$ cat config.mk
export PLATFORM = sky130hd
export DESIGN_NAME = dram_ar_arbiter
export DESIGN_NICKNAME = d
export VERILOG_FILES = /design/src/rtl/dram_cache_pkg.sv /design/src/rtl/dram_ar_arbiter_cnt.sv /design/src/rtl/dram_ar_arbiter.sv
export SDC_FILE = /design/constraint.sdc
export NUM_CORES = 1
export LEC_CHECK = 0
export ABC_AREA = 1
export BUFFER_PORTS_ARGS = -buffer_cell sky130_fd_sc_hd__buf_4
export CORE_ASPECT_RATIO = 0.6
export CORE_MARGIN = 3
export CORE_UTILIZATION = 40
export DETAILED_ROUTE_END_ITERATION = 12
export PLACE_DENSITY = 0.65
export SETUP_SLACK_MARGIN = 0.3
export SLEW_MARGIN = 20
export SYNTH_ARGS = -nofsm -noshare
export SYNTH_HDL_FRONTEND = slang
export SYNTH_HIERARCHICAL = 1
export SYNTH_SLANG_ARGS = --single-unit
$ cat constraint.sdc
create_clock -name clk -period 3.1 [get_ports clk]
set_clock_uncertainty 0.1 [all_clocks]
set_input_delay 0.775 -clock clk [delete_from_list [all_inputs] [get_ports clk]]
set_output_delay 0.775 -clock clk [all_outputs]
set_load 0.02 [all_outputs]
$ cat src/rtl/dram_cache_pkg.sv
// Shared types for the DRAM cache controller read-address path.
`ifndef AXI_ADDR_WIDTH
`define AXI_ADDR_WIDTH 32
`endif
`ifndef AXI_ID_WIDTH
`define AXI_ID_WIDTH 4
`endif

package dram_cache_pkg;

  localparam int AR_ADDR_W = `AXI_ADDR_WIDTH;
  localparam int AR_ID_W   = `AXI_ID_WIDTH;
  localparam int AR_LEN_W  = 8;

  typedef enum logic {
    SRC_LOOKUP = 1'b0,
    SRC_FILL   = 1'b1
  } ar_src_e;

  typedef struct packed {
    logic [AR_ID_W-1:0]   id;
    logic [AR_ADDR_W-1:0] addr;
    logic [AR_LEN_W-1:0]  len;
  } ar_req_t;

  typedef enum logic {
    ST_IDLE,
    ST_HOLD
  } arb_state_e;

endpackage

$ cat src/rtl/dram_ar_arbiter_cnt.sv
// Per-source in-flight burst counter with limit and underflow flags.
module ar_outstanding_cnt #(
  parameter int MAX_OUTSTANDING = 16
) (
  input  logic clk,
  input  logic rst_n,
  input  logic inc_i,
  input  logic dec_i,
  output logic limit_o,
  output logic uflow_o
);

  localparam int W = $clog2(MAX_OUTSTANDING + 1);
  localparam logic [W-1:0] LIM = W'(MAX_OUTSTANDING);

  logic [W-1:0] cnt_q, cnt_d;

  assign limit_o = (cnt_q >= LIM);
  assign uflow_o = dec_i & (cnt_q == '0);

  always_comb begin
    cnt_d = cnt_q;
    if (inc_i & ~dec_i)
      cnt_d = cnt_q + W'(1);
    else if (dec_i & ~inc_i & (cnt_q != '0))
      cnt_d = cnt_q - W'(1);
  end

  always_ff @(posedge clk) begin
    if (!rst_n) cnt_q <= '0;
    else        cnt_q <= cnt_d;
  end

endmodule

$ cat src/rtl/dram_ar_arbiter.sv
// Lookup/fill AR arbiter with one-entry output stage.
// DRAM_AR_STARVE_GUARD_EN adds the fill starvation guard.
`ifndef AXI_ADDR_WIDTH
`define AXI_ADDR_WIDTH 32
`endif
`ifndef AXI_ID_WIDTH
`define AXI_ID_WIDTH 4
`endif

module dram_ar_arbiter
  import dram_cache_pkg::*;
#(
  parameter int ADDR_WIDTH      = `AXI_ADDR_WIDTH,
  parameter int ID_WIDTH        = `AXI_ID_WIDTH,
  parameter int MAX_OUTSTANDING = 16,
  parameter int STARVE_THR      = 8
) (
  input  logic                  clk,
  input  logic                  rst_n,
  input  logic [ID_WIDTH-1:0]   tl_arid_i,
  input  logic [ADDR_WIDTH-1:0] tl_araddr_i,
  input  logic [7:0]            tl_arlen_i,
  input  logic                  tl_arvalid_i,
  output logic                  tl_arready_o,
  input  logic [ID_WIDTH-1:0]   fl_arid_i,
  input  logic [ADDR_WIDTH-1:0] fl_araddr_i,
  input  logic [7:0]            fl_arlen_i,
  input  logic                  fl_arvalid_i,
  output logic                  fl_arready_o,
  output logic [ID_WIDTH:0]     arid_o,
  output logic [ADDR_WIDTH-1:0] araddr_o,
  output logic [7:0]            arlen_o,
  output logic                  arvalid_o,
  input  logic                  arready_i,
  input  logic                  rdone_i,
  input  logic                  rdone_src_i,
  output logic                  err_o
);

  arb_state_e            state_q, state_d;
  logic [ID_WIDTH:0]     id_q, id_d;
  logic [ADDR_WIDTH-1:0] addr_q, addr_d;
  logic [7:0]            len_q, len_d;
  logic                  err_q, err_d;

  logic slot_free, accept;
  logic tl_elig, fl_elig, fl_win;
  logic tl_gnt, fl_gnt, starve_hit;
  logic tl_lim, fl_lim, tl_uf, fl_uf;
  logic tl_dec, fl_dec;

  assign slot_free = (state_q == ST_IDLE) | arready_i;
  assign tl_elig   = tl_arvalid_i & ~tl_lim;
  assign fl_elig   = fl_arvalid_i & ~fl_lim;
  assign fl_win    = fl_elig & (~tl_elig | starve_hit);
  assign tl_gnt    = rst_n & slot_free & tl_elig & ~fl_win;
  assign fl_gnt    = rst_n & slot_free & fl_win;
  assign accept    = tl_gnt | fl_gnt;

  assign tl_arready_o = tl_gnt;
  assign fl_arready_o = fl_gnt;

  assign fl_dec = rdone_i & (ar_src_e'(rdone_src_i) == SRC_FILL);
  assign tl_dec = rdone_i & (ar_src_e'(rdone_src_i) == SRC_LOOKUP);

  ar_outstanding_cnt #(
    .MAX_OUTSTANDING(MAX_OUTSTANDING)
  ) u_tl_cnt (
    .clk    (clk),
    .rst_n  (rst_n),
    .inc_i  (tl_gnt),
    .dec_i  (tl_dec),
    .limit_o(tl_lim),
    .uflow_o(tl_uf)
  );

  ar_outstanding_cnt #(
    .MAX_OUTSTANDING(MAX_OUTSTANDING)
  ) u_fl_cnt (
    .clk    (clk),
    .rst_n  (rst_n),
    .inc_i  (fl_gnt),
    .dec_i  (fl_dec),
    .limit_o(fl_lim),
    .uflow_o(fl_uf)
  );

`ifdef DRAM_AR_STARVE_GUARD_EN
  localparam logic [7:0] THR = 8'(STARVE_THR);
  logic [7:0] starve_q, starve_d;

  assign starve_hit = (starve_q == THR);

  // Run length of lookup wins while a fill sits waiting.
  always_comb begin
    starve_d = starve_q;
    if (~fl_elig | fl_gnt)
      starve_d = '0;
    else if (tl_gnt & (starve_q != THR))
      starve_d = starve_q + 8'd1;
  end

  always_ff @(posedge clk) begin
    if (!rst_n) starve_q <= '0;
    else        starve_q <= starve_d;
  end
`else
  logic unused_thr;
  assign starve_hit = 1'b0;
  assign unused_thr = ^(8'(STARVE_THR));
`endif

  always_comb begin
    state_d = state_q;
    id_d    = id_q;
    addr_d  = addr_q;
    len_d   = len_q;
    err_d   = err_q | tl_uf | fl_uf;
    if (accept) begin
      state_d = ST_HOLD;
      id_d    = fl_gnt ? {SRC_FILL, fl_arid_i}
                       : {SRC_LOOKUP, tl_arid_i};
      addr_d  = fl_gnt ? fl_araddr_i : tl_araddr_i;
      len_d   = fl_gnt ? fl_arlen_i : tl_arlen_i;
    end else if ((state_q == ST_HOLD) & arready_i) begin
      state_d = ST_IDLE;
    end
  end

  always_ff @(posedge clk) begin
    if (!rst_n) begin
      state_q <= ST_IDLE;
      id_q    <= '0;
      addr_q  <= '0;
      len_q   <= '0;
      err_q   <= 1'b0;
    end else begin
      state_q <= state_d;
      id_q    <= id_d;
      addr_q  <= addr_d;
      len_q   <= len_d;
      err_q   <= err_d;
    end
  end

  assign arvalid_o = (state_q == ST_HOLD);
  assign arid_o    = id_q;
  assign araddr_o  = addr_q;
  assign arlen_o   = len_q;
  assign err_o     = err_q;

endmodule

==> results.py <==
metrics = {
    "worst_setup_path": {
        "cp-startpoint": "tl_arvalid_i",
        "cp_top_family": "simple AND/OR/NAND/NOR gates",
        "path_buf_inv": 4,
        "crit_path_end": "tl_arready_o",
        "cp.depth": 6,
        "path_cells": "buf_4, inv_1, nor2_4, inv_1, nor2_1, buf_4",
        "critPathCaptureType": "output port",
        "rr_endpoint": "u_tl_cnt/cnt_q[3]$_SDFFE_PN0P_",
        "crit_path_start_kind": "input port",
        "regToRegStartpoint": "u_tl_cnt/cnt_q[4]$_SDFFE_PN0P_",
        "reg2reg_depth": 11,
        "path_max_fanout": 5,
        "required_ns": 2.22,
        "cp_slowest_cell": "nor2_1",
        "max_stage_delay_ns": 0.37,
        "r2r_slack_ns": 0.80,
        "crit_arrival_ns": 1.77,
        "path_class": "in -> out",
    },
    "synthesis": {
        "synth_top_area_share_pct": 34.44,
        "synthTopCellsByCount": "nand2_1 (124), inv_1 (100), nand3_1 (99)",
        "ys_seq_area_share_pct": 34.44,
        "ys_top_cells_by_area": "dfxtp_1 (34%), nand3_1 (15%), nand2_1 (14%), inv_1 (11%), a21oi_1 (7.3%)",
        "netlist_instances": 523,
        "avgSynthCellArea_um2": 6.335,
        "synth-seq-cells": 57,
        "syn_area_um2": 3313,
        "async_flop_share_pct": 0,
        "synth.distinct_cells": 27,
        "yosys.area.top_type": "dfxtp_1",
        "synth-edff-count": 0,
        "yosys_warnings": 6,
        "synth_ff_type": "dfxtp_1",
        "yosysMostFrequentCell": "nand2_1",
        "synthesis.nets": 626,
    },
    "cts": {
        "cts_inserted_buffers": 9,
        "clock_latency_ns": 0.31,
        "ctsRootBufferMaster": "clkbuf_16",
        "cts_resized": 0,
        "path_clk_slew_ns": 0.05,
        "cts_tree": "yes",
        "clockBufferDepth": 2,
        "numClockSinks": 57,
        "cts_setup_buffers": 0,
        "cts_max_level": 3,
        "cts_hold_buf": 0,
    },
    "timing": {
        "post-route-min-period_ns": 2.641,
        "setup_viol": 0,
        "slew_headroom_pct": 53.67,
        "slew_viol_final": 0,
        "tightest_slew_ns": 0.6923,
        "finalSetupTns_ns": 0,
        "setup_ws_ns": 0.4588,
        "rsz0062_at_grt": "false",
        "hold_viol_final": 0,
        "period_share_pct": 85.20,
        "fmax_mhz": 378.6,
    },
    "drt": {
        "finalWirelength_um": 9834,
        "antenna_left": 0,
        "drt_first_pass_iters": 5,
        "drcViolationCount": 0,
        "num_vias": 3610,
        "routedWlPerCell_um": 12.79,
        "routed_via_density": 4.694,
        "drt_iter0_markers": 192,
    },
    "power": {
        "seqPwrFrac_pct": 33.0,
        "leakage_nw": 2.613,
        "internal-power_w": 0.001831,
        "p_comb_share_pct": 32.6,
        "switching_share_pct": 32.78,
        "clkPwrFrac_pct": 34.4,
        "power_switching_w": 0.0008931,
        "peakVddDrop_mv": 0.3703,
        "pwr_density_cell_nw_per_um2": 569.2,
    },
    "global_routing": {
        "grt_first_pass_wirelength_um": 15550,
        "grt_max_degree": 47,
        "grt_antenna_before_repair": 0,
        "grt_pass1_vias": 3299,
        "grt-ovfl-total": 0,
        "grt.total_usage_pct": 20.43,
    },
    "final_layout": {
        "syn_to_final_growth_pct": 44.45,
        "n_antenna_cell": 0,
        "nets": 759,
        "drive_above_1_share_pct": 28.59,
    },
    "floorplan": {
        "core_region_area_um2": 7945,
        "die_h_um": 76.50,
        "die_w_um": 123.5,
        "die-area_um2": 9447,
        "pin_count": 144,
        "start_util_pct": 41.70,
        "rows": 25,
    },
    "job": {
        "max_cap_violations": 0,
    },
    "place": {
        "portBuffers": 143,
        "place_hpwl_um": 7156,
        "place.gp.congestion": 0.8382,
        "place_ws_ns": 0.2524,
    },
    "min_path": {
        "hold_path_class": "reg -> reg",
    },
    "outcome": {
        "outcome": "complete, no violations",
    },
}
[state kept, by name, summed over array words and instances (netlist names)]
signal          cells
arvalid_o           1
err_o               1
araddr_o           32
arid_o              5
u_tl_cnt/cnt_q      5
u_fl_cnt/cnt_q      5
arlen_o             8
[area by class of cell]
cell class | instances | area [um^2]
Multi-Input combinational cell | 334 | 1667
Fill cell | 784 | 3159
Clock buffer | 14 | 284.0
Sequential cell | 57 | 1141
Timing Repair Buffer | 149 | 1151
Inverter | 105 | 397.9
Tap cell | 108 | 135.1
Clock inverter | 2 | 10.01
[layout by cell type, fill, tap and decap left out, types with 5 or more instances in the layout]
master     count
buf_4        147
nor2_1        27
nand3_1       99
ha_1           6
clkbuf_16      9
dfxtp_1       57
inv_1         99
a21oi_1       48
nor2_2         5
nand2_1      124
[worst reg2reg max path: cells and delay by family (launching register included)]
kind                       cells  cell delay [ns]
AOI/OAI and AO/OA              1             0.21
adders and majority gates      1             0.37
and+or+nand+nor                8             1.06
buffers and inverters          1             0.11
DFF                            1             0.35
[metal layers]
| metal | vias up | global-route usage, % | routed length [um] |
|---|---|---|---|
| li1 | 1878 | - | - |
| met1 | 1607 | 27.16 | 4640 |
| met2 | 115 | 31.00 | 4218 |
| met3 | 10 | 6.677 | 844 |
| met4 | 0 | 6.961 | 131 |
| met5 | - | 0 | 0 |
[worst min-delay path by stage]
stage	startpoint	endpoint	slack [ns]	cells after the start
final	err_o$_SDFF_PN0_	err_o$_SDFF_PN0_	0.40	2
after global routing	arlen_o[1]$_SDFFE_PN0P_	arlen_o[1]$_SDFFE_PN0P_	0.45	4
after CTS	err_o$_SDFF_PN0_	err_o$_SDFF_PN0_	0.40	2
after detailed placement	err_o$_SDFF_PN0_	err_o$_SDFF_PN0_	0.39	2
after global placement	err_o$_SDFF_PN0_	err_o$_SDFF_PN0_	0.38	2
after floorplan	u_fl_cnt/cnt_q[2]$_SDFFE_PN0P_	u_fl_cnt/cnt_q[2]$_SDFFE_PN0P_	0.38	2
[power groups by stage]
stage	registers [W]	clock network, W	logic, W
after CTS	0.000900	0.000966	0.000892
after detailed placement	0.000913	0	0.000887
after global placement	0.000908	0	0.000859
final	0.000900	0.000936	0.000888
after floorplan	0.000985	0	0.000477
after global routing	0.000913	0.00101	0.000985
[per-stage QoR]
stage               hold slack [ns]  total power, W  std cells  util, %  instance area [um^2]
finish                       0.3987        0.002724        769    60.24                  4786
global route                 0.4501        0.002908        769    60.24                  4786
CTS                          0.4044        0.002758        769    60.24                  4786
detailed placement           0.3893        0.001801        753    56.54                  4492
global placement             0.3753        0.001767        752    56.19                  4464
floorplan                    0.3828        0.001462        523        -                  3317
[logic make-up after synthesis]
family / synth area share [%]
adders and majority gates: 3.474
AOI/OAI and AO/OA: 8.648
DFF: 34.44
xor gates and xnor gates: 0.5288
buffers and inverters: 15.71
and+or+nand+nor: 37.20
Power figures use the tool's default switching activity.
